--- src/rtl/clock_mode_ctrl_if.sv ---
// rtl/clock_mode_ctrl_if.sv - button and setter handshake bundle for clock_mode_ctrl
//
// Purpose: groups the shared buttons, the setters' last-field acks and the
// enables/pulses handed back to the setters.
// Ports (signals):
//   mode_button, inc_button, set_button  debounced button levels
//   time_ack, alarm_ack                  setter is on its last field
//   set_time_en, set_alarm_en            enable to the respective setter
//   mode_pulse, inc_pulse                one-cycle forwarded button events
// Modports: master = button/setter side, slave = mode controller.
interface clock_mode_ctrl_if;
   logic mode_button;
   logic inc_button;
   logic set_button;
   logic time_ack;
   logic alarm_ack;
   logic set_time_en;
   logic set_alarm_en;
   logic mode_pulse;
   logic inc_pulse;

   modport master (
      output mode_button, inc_button, set_button, time_ack, alarm_ack,
      input  set_time_en, set_alarm_en, mode_pulse, inc_pulse
   );

   modport slave (
      input  mode_button, inc_button, set_button, time_ack, alarm_ack,
      output set_time_en, set_alarm_en, mode_pulse, inc_pulse
   );
endinterface

--- src/rtl/clock_mode_ctrl.sv ---
// rtl/clock_mode_ctrl.sv - digital clock mode controller with alarm buzzer
//
// Purpose: routes the shared mode/inc/set buttons to the time setter, the
// alarm setter or nobody, compares running time with the stored alarm and
// drives the buzzer until dismissed or timed out.
// Ports:
//   clk, rst            clock, synchronous active-high reset
//   sec_tick            one-cycle pulse per second
//   cur_*               running time, BCD digits
//   alm_*               stored alarm, BCD digits
//   on_off_alarm        alarm armed
//   bus (slave)         buttons, setter acks, setter enables, forwarded pulses
//   buzzer              alarm sounding
//   state               0 IDLE, 1 SET_TIME, 2 SET_ALARM, 3 RINGING
module clock_mode_ctrl #(
   parameter int SET_TIMEOUT_S  = 30,
   parameter int RING_TIMEOUT_S = 60
) (
   input  logic                clk,
   input  logic                rst,
   input  logic                sec_tick,
   input  logic [1:0]          cur_hours_left,
   input  logic [3:0]          cur_hours_right,
   input  logic [2:0]          cur_minutes_left,
   input  logic [3:0]          cur_minutes_right,
   input  logic [1:0]          alm_hours_left,
   input  logic [3:0]          alm_hours_right,
   input  logic [2:0]          alm_minutes_left,
   input  logic [3:0]          alm_minutes_right,
   input  logic                on_off_alarm,
   clock_mode_ctrl_if.slave    bus,
   output logic                buzzer,
   output logic [1:0]          state
);

   localparam int MAX_TO = (SET_TIMEOUT_S > RING_TIMEOUT_S) ? SET_TIMEOUT_S : RING_TIMEOUT_S;
   localparam int CW     = $clog2(MAX_TO + 1);
   localparam logic [CW-1:0] SET_LAST  = CW'(SET_TIMEOUT_S - 1);
   localparam logic [CW-1:0] RING_LAST = CW'(RING_TIMEOUT_S - 1);

   typedef enum logic [1:0] {
      ST_IDLE      = 2'd0,
      ST_SET_TIME  = 2'd1,
      ST_SET_ALARM = 2'd2,
      ST_RINGING   = 2'd3
   } state_t;

   state_t          cur_state;
   state_t          nxt_state;
   logic            mode_q;
   logic            inc_q;
   logic            set_q;
   logic            match_q;
   logic [CW-1:0]   cnt;
   logic [CW-1:0]   cnt_nxt;
   logic            set_rise;
   logic            mode_rise;
   logic            inc_rise;
   logic            any_rise;
   logic            match;
   logic            match_rise;
   logic            mode_fwd;
   logic            inc_fwd;
   logic            cur_ack;

   assign set_rise   = bus.set_button  & ~set_q;
   assign mode_rise  = bus.mode_button & ~mode_q;
   assign inc_rise   = bus.inc_button  & ~inc_q;
   assign any_rise   = set_rise | mode_rise | inc_rise;

   assign match = on_off_alarm
                & (alm_hours_left    == cur_hours_left)
                & (alm_hours_right   == cur_hours_right)
                & (alm_minutes_left  == cur_minutes_left)
                & (alm_minutes_right == cur_minutes_right);
   assign match_rise = match & ~match_q;

   assign cur_ack = (cur_state == ST_SET_TIME) ? bus.time_ack : bus.alarm_ack;
   assign state   = cur_state;

   always_comb begin
      nxt_state = cur_state;
      mode_fwd  = 1'b0;
      inc_fwd   = 1'b0;
      cnt_nxt   = cnt;

      case (cur_state)
         ST_IDLE: begin
            // Buttons other than set are ignored; a set press beats a
            // simultaneous alarm match, which is then lost.
            if (set_rise)
               nxt_state = ST_SET_TIME;
            else if (match_rise)
               nxt_state = ST_RINGING;
         end
         ST_SET_TIME, ST_SET_ALARM: begin
            // if/else order gives set > mode > inc; a match rise is dropped.
            if (set_rise)
               nxt_state = (cur_state == ST_SET_TIME) ? ST_SET_ALARM : ST_IDLE;
            else if (mode_rise) begin
               mode_fwd = 1'b1;
               if (cur_ack)
                  nxt_state = ST_IDLE;
            end
            else if (inc_rise)
               inc_fwd = 1'b1;
            else if (sec_tick && (cnt == SET_LAST))
               nxt_state = ST_IDLE;
         end
         default: begin
            // Dismiss press is swallowed, never forwarded to a setter.
            if (any_rise)
               nxt_state = ST_IDLE;
            else if (sec_tick && (cnt == RING_LAST))
               nxt_state = ST_IDLE;
         end
      endcase

      // Counts ticks strictly after the last clear; an edge in the same
      // cycle as a tick wins and the tick is not counted.
      if ((nxt_state != cur_state) || any_rise || (cur_state == ST_IDLE))
         cnt_nxt = '0;
      else if (sec_tick)
         cnt_nxt = cnt + 1'b1;
   end

   always_ff @(posedge clk) begin
      if (rst) begin
         cur_state        <= ST_IDLE;
         // Loading 1 means a held button or an already-true match at
         // reset release produces no edge.
         mode_q           <= 1'b1;
         inc_q            <= 1'b1;
         set_q            <= 1'b1;
         match_q          <= 1'b1;
         cnt              <= '0;
         buzzer           <= 1'b0;
         bus.set_time_en  <= 1'b0;
         bus.set_alarm_en <= 1'b0;
         bus.mode_pulse   <= 1'b0;
         bus.inc_pulse    <= 1'b0;
      end
      else begin
         cur_state        <= nxt_state;
         mode_q           <= bus.mode_button;
         inc_q            <= bus.inc_button;
         set_q            <= bus.set_button;
         match_q          <= match;
         cnt              <= cnt_nxt;
         buzzer           <= (nxt_state == ST_RINGING);
         bus.set_time_en  <= (nxt_state == ST_SET_TIME);
         bus.set_alarm_en <= (nxt_state == ST_SET_ALARM);
         bus.mode_pulse   <= mode_fwd;
         bus.inc_pulse    <= inc_fwd;
      end
   end

endmodule

--- src/flat_wrapper.sv ---
// flat-port wrapper written by rule: the top's interface ports become plain ports
module clock_mode_ctrl_flat 
#(
   parameter int SET_TIMEOUT_S  = 30,
   parameter int RING_TIMEOUT_S = 60
)
  (clk, rst, sec_tick, cur_hours_left, cur_hours_right, cur_minutes_left, cur_minutes_right, alm_hours_left, alm_hours_right, alm_minutes_left, alm_minutes_right, on_off_alarm, buzzer, state, bus_mode_button, bus_inc_button, bus_set_button, bus_time_ack, bus_alarm_ack, bus_set_time_en, bus_set_alarm_en, bus_mode_pulse, bus_inc_pulse);
  clock_mode_ctrl_if bus_i ();
  input  logic clk;
  input  logic rst;
  input  logic sec_tick;
  input  logic [1:0] cur_hours_left;
  input  logic [3:0] cur_hours_right;
  input  logic [2:0] cur_minutes_left;
  input  logic [3:0] cur_minutes_right;
  input  logic [1:0] alm_hours_left;
  input  logic [3:0] alm_hours_right;
  input  logic [2:0] alm_minutes_left;
  input  logic [3:0] alm_minutes_right;
  input  logic on_off_alarm;
  output logic buzzer;
  output logic [1:0] state;
  input wire logic [$bits(bus_i.mode_button)-1:0] bus_mode_button;
  input wire logic [$bits(bus_i.inc_button)-1:0] bus_inc_button;
  input wire logic [$bits(bus_i.set_button)-1:0] bus_set_button;
  input wire logic [$bits(bus_i.time_ack)-1:0] bus_time_ack;
  input wire logic [$bits(bus_i.alarm_ack)-1:0] bus_alarm_ack;
  output wire logic [$bits(bus_i.set_time_en)-1:0] bus_set_time_en;
  output wire logic [$bits(bus_i.set_alarm_en)-1:0] bus_set_alarm_en;
  output wire logic [$bits(bus_i.mode_pulse)-1:0] bus_mode_pulse;
  output wire logic [$bits(bus_i.inc_pulse)-1:0] bus_inc_pulse;
  assign bus_i.mode_button = bus_mode_button;
  assign bus_i.inc_button = bus_inc_button;
  assign bus_i.set_button = bus_set_button;
  assign bus_i.time_ack = bus_time_ack;
  assign bus_i.alarm_ack = bus_alarm_ack;
  assign bus_set_time_en = bus_i.set_time_en;
  assign bus_set_alarm_en = bus_i.set_alarm_en;
  assign bus_mode_pulse = bus_i.mode_pulse;
  assign bus_inc_pulse = bus_i.inc_pulse;
  clock_mode_ctrl #(.SET_TIMEOUT_S(SET_TIMEOUT_S), .RING_TIMEOUT_S(RING_TIMEOUT_S)) u_core (.clk(clk), .rst(rst), .sec_tick(sec_tick), .cur_hours_left(cur_hours_left), .cur_hours_right(cur_hours_right), .cur_minutes_left(cur_minutes_left), .cur_minutes_right(cur_minutes_right), .alm_hours_left(alm_hours_left), .alm_hours_right(alm_hours_right), .alm_minutes_left(alm_minutes_left), .alm_minutes_right(alm_minutes_right), .on_off_alarm(on_off_alarm), .bus(bus_i), .buzzer(buzzer), .state(state));
endmodule
--- config.mk ---
export PLATFORM = sky130hd
export DESIGN_NAME = clock_mode_ctrl_flat
export DESIGN_NICKNAME = d
export VERILOG_FILES = /design/src/rtl/clock_mode_ctrl_if.sv /design/src/rtl/clock_mode_ctrl.sv /design/src/flat_wrapper.sv
export SDC_FILE = /design/constraint.sdc
export NUM_CORES = 1
export LEC_CHECK = 0
export BUFFER_PORTS_ARGS = -buffer_cell sky130_fd_sc_hd__clkbuf_2
export CAP_MARGIN = 20
export CORE_AREA = 2 2 50 52
export DETAILED_ROUTE_END_ITERATION = 7
export DIE_AREA = 0 0 52 54
export GPL_TIMING_DRIVEN = 1
export PLACE_DENSITY = 0.74
export SYNTH_ARGS = -nofsm -noshare
export SYNTH_HDL_FRONTEND = slang
export SYNTH_SLANG_ARGS = --single-unit
--- constraint.sdc ---
create_clock -name clk -period 2.96 [get_ports clk]
set_input_delay 0.592 -clock clk [delete_from_list [all_inputs] [get_ports clk]]
set_output_delay 0.592 -clock clk [all_outputs]
set_load 0.05 [all_outputs]
==> results.yml <==
timing:
  rsz0062_at_grt: "false"
  hold_viol: 0
  skew_ns: 0.00183
  setup_viol: 0
  relSlewSlack: 0.722
  min_period_ns: 2.37
  maxSlewViolCount: 0
  fmaxAchievable_mhz: 422
  finalCritPeriodShare: 0.800
  worstMarginPinSlew_ns: 0.413
  fin_tns_setup_ns: 0
worst_setup_path:
  worstPathCellList: "clkbuf_2 -> xnor2_1 -> nand3_1 -> or4_4 -> or4_4 -> a311o_2 -> nor2b_4"
  crit_type: "in -> reg"
  worst_path_most_repeated_cell: "or4_4"
  worst-path-buf-inv: 1
  critPathLaunchType: "input port"
  critical_path.max_stage_delay_ns: 0.54
  critPathTopFamily: "simple AND/OR/NAND/NOR gates"
  required_ns: 3.16
  critPathArrivalTime_ns: 2.56
  end_kind: "register"
  cp_slowest_cell: "or4_4"
  crit_path_max_fanout: 4
clock_tree:
  postCtsHoldBufs: 0
  root_buffer: "clkbuf_4"
  cts_tree: "done"
  cts_setup_buffers: 0
  clkTransAtPathRegs_ns: 0.09
  cts_sinks: 17
  clk_path_buf_depth: 2
  htreeDepth: 1
  cts_buffers: 3
  clk_latency_ns: 0.29
  cts_resized: 0
drt:
  routed_wirelength_um: 2170
  vias_per_cell: 5.14
  drt_iter0_markers: 29
  wl_per_cell_um: 11.7
  num_vias: 956
  drc: 0
  firstDrtPassIters: 4
  ant_nets: 0
yosys:
  yosys_warnings: 0
  synth.avg_cell_area_um2: 8.63
  yosys.area_share.adder: 0.0642
  synthSimpleGateAreaFrac: 0.266
  ys_ff_latch: 17
  synth_top_family_by_area: "simple AND/OR/NAND/NOR gates"
  syn_nets: 153
  ys_seq_area_frac: 0.349
  synth-xor-area-share: 0.117
  synth_cell_type_count: 35
  synth_compound_area_frac: 0.144
  synth_cells: 113
  synthMuxAreaShare: 0.0103
  netlist_area_um2: 975
power:
  vdd.ir_drop.worst_uv: 336
  p_int_mw: 0.326
  power.leakage_nw: 0.552
  power.share.clock: 0.281
  p_sw_frac: 0.260
  switchingPower_mw: 0.115
  pwr-share-seq: 0.537
  powerDensity_mw_per_mm2: 357
  p_comb_frac: 0.182
place:
  dp_cells: 182
  gp_routability_congestion: 0.729
  post-dp-hpwl_um: 1790
  io_buffer_count: 41
final_layout:
  post-route-util: 0.533
  antenna_cells: 0
  fill_cells: 218
  final_cells: 186
  area_growth_pct: 26.8
  layout-drive-gt1-share: 0.340
  fin_nets: 197
global_route:
  antenna_found_initial: 0
  grt_pass1_wl_um: 3540
  grt_overflow: 0
  grt_pass1_vias: 951
  grt_use_total: 0.168
  grt_max_degree: 11
outcome:
  status: "complete, no violations"
floorplanning:
  die_area_mm2: 0.00281
  start_util: 0.420
  fp.dieH_um: 54
  design.core.area_mm2: 0.00232
  rows: 18
  fp.dieW_um: 52
  io_pins: 42
worst_hold_path:
  hp-class: "in -> reg"
flow_run:
  maxCapViolCount: 0
[cell usage after synthesis]
cell type / count / area (um^2)
or4_1: 1 / 7.51
a311o_2: 1 / 11.3
mux2i_1: 1 / 10.0
ha_1: 5 / 62.6
o22ai_1: 2 / 12.5
clkbuf_1: 2 / 7.51
o211ai_1: 1 / 7.51
nor2b_1: 4 / 25.0
dfxtp_1: 17 / 340
a21oi_1: 2 / 10.0
nand4_1: 4 / 25.0
or3_1: 2 / 12.5
o211a_1: 1 / 10.0
nand2b_1: 4 / 25.0
a221o_1: 2 / 20.0
nor4_1: 1 / 6.26
o21ai_0: 1 / 5.00
a221oi_1: 1 / 8.76
or2_2: 3 / 18.8
a211o_2: 1 / 10.0
a41oi_1: 1 / 8.76
o31a_1: 1 / 8.76
nor3_1: 3 / 15.0
nor3_2: 1 / 10.0
nand2_1: 5 / 18.8
o31ai_1: 1 / 7.51
or4_4: 2 / 22.5
nand3_1: 2 / 10.0
a31oi_1: 2 / 12.5
nor2b_4: 1 / 13.8
nor2_1: 13 / 48.8
a211oi_1: 1 / 7.51
xnor2_1: 9 / 78.8
xor2_1: 4 / 35.0
inv_1: 11 / 41.3
[layout make-up]
class | count | area, um^2 | area share
multi-input combinational | 83 | 586 | 0.474
sequential | 17 | 340 | 0.275
timing repair buffer | 41 | 205 | 0.166
inverter | 11 | 41.3 | 0.0334
tap | 30 | 37.5 | 0.0304
clock buffer | 4 | 26.3 | 0.0213
[layout by cell type, fill, tap and decap left out, drive strengths merged]
cell type and count:
o31a 1, nor3 4, nand2b 4, o31ai 1
a311o 1, o211ai 1, a221o 2, ha 5
nor2b 5, nand3 2, dfxtp 17, a211oi 1
o22ai 2, nand4 4, clkbuf 45, inv 11
xor2 4, mux2i 1, a211o 1, nand2 5
a41oi 1, o21ai 1, nor2 13, a31oi 2
xnor2 9, or4 3, or2 3, nor4 1
a21oi 2, or3 2, a221oi 1, o211a 1
[stage by stage]
| stage | area [um^2] | hold WS (ns) | setup WS, ns | power (mW) |
|---|---|---|---|---|
| final | 1240 | 0.500 | 0.593 | 0.441 |
| after global routing | 1240 | 0.492 | 0.500 | 0.464 |
| after CTS | 1240 | 0.500 | 0.590 | 0.445 |
| after detailed placement | 1210 | 0.509 | 0.280 | 0.322 |
| after global placement | 1210 | 0.498 | 0.301 | 0.319 |
| after floorplan | 975 | 0.473 | 0.441 | 0.289 |
[sequential cells by signal (all words and copies together), names as in the netlist]
register and count:
u_core.mode_q 1, u_core.buzzer 1, u_core.set_q 1, u_core.bus.inc_pulse 1
u_core.match_q 1, u_core.bus.set_time_en 1, u_core.bus.set_alarm_en 1, u_core.bus.mode_pulse 1
u_core.state 2, u_core.inc_q 1, u_core.cnt 6
[kinds of logic after synthesis]
logic type                 Yosys count
and+or+nand+nor                     46
AOI/OAI and AO/OA                   18
DFF                                 17
xor gates and xnor gates            13
buffers and inverters               13
adders and majority gates            5
muxes                                1
[worst register-to-register path: cells and delay by family, from the launching register on]
family / cells / cell delay (ns)
buffers and inverters: 1 / 0.12
flip-flops: 1 / 0.44
AND/OR/NAND/NOR: 2 / 0.48
AO/OA/AOI/OAI: 3 / 0.87
adder cells (fa/ha/maj): 1 / 0.32
[power groups by stage]
stage	clock [mW]	sequential, mW	combinational (mW)
final	0.124	0.237	0.0802
after global routing	0.138	0.238	0.0882
after CTS	0.128	0.237	0.0805
after detailed placement	0	0.242	0.0798
after global placement	0	0.242	0.0771
after floorplan	0	0.247	0.0414
[metal layers]
metal	global-route usage	vias to the layer above	wire length, um
met4	0.0526	0	20
met2	0.325	34	1150
met3	0.0694	4	161
li1	-	481	-
met1	0.161	437	841
met5	0	-	0
[final timing paths]
| kind | cells after the start | to | start | slack (ns) |
|---|---|---|---|---|
| worst min-delay path | 2 | u_core.inc_q | bus_inc_button | 0.50 |
| worst min register to register | 3 | u_core.bus.inc_pulse | u_core.inc_q | 0.52 |
| worst max register to register | 7 | u_core.cnt[1] | u_core.state[1] | 0.65 |
| worst max-delay path | 7 | u_core.bus.set_time_en | cur_hours_right[1] | 0.59 |
No activity file was read; power rests on OpenSTA's default activity.
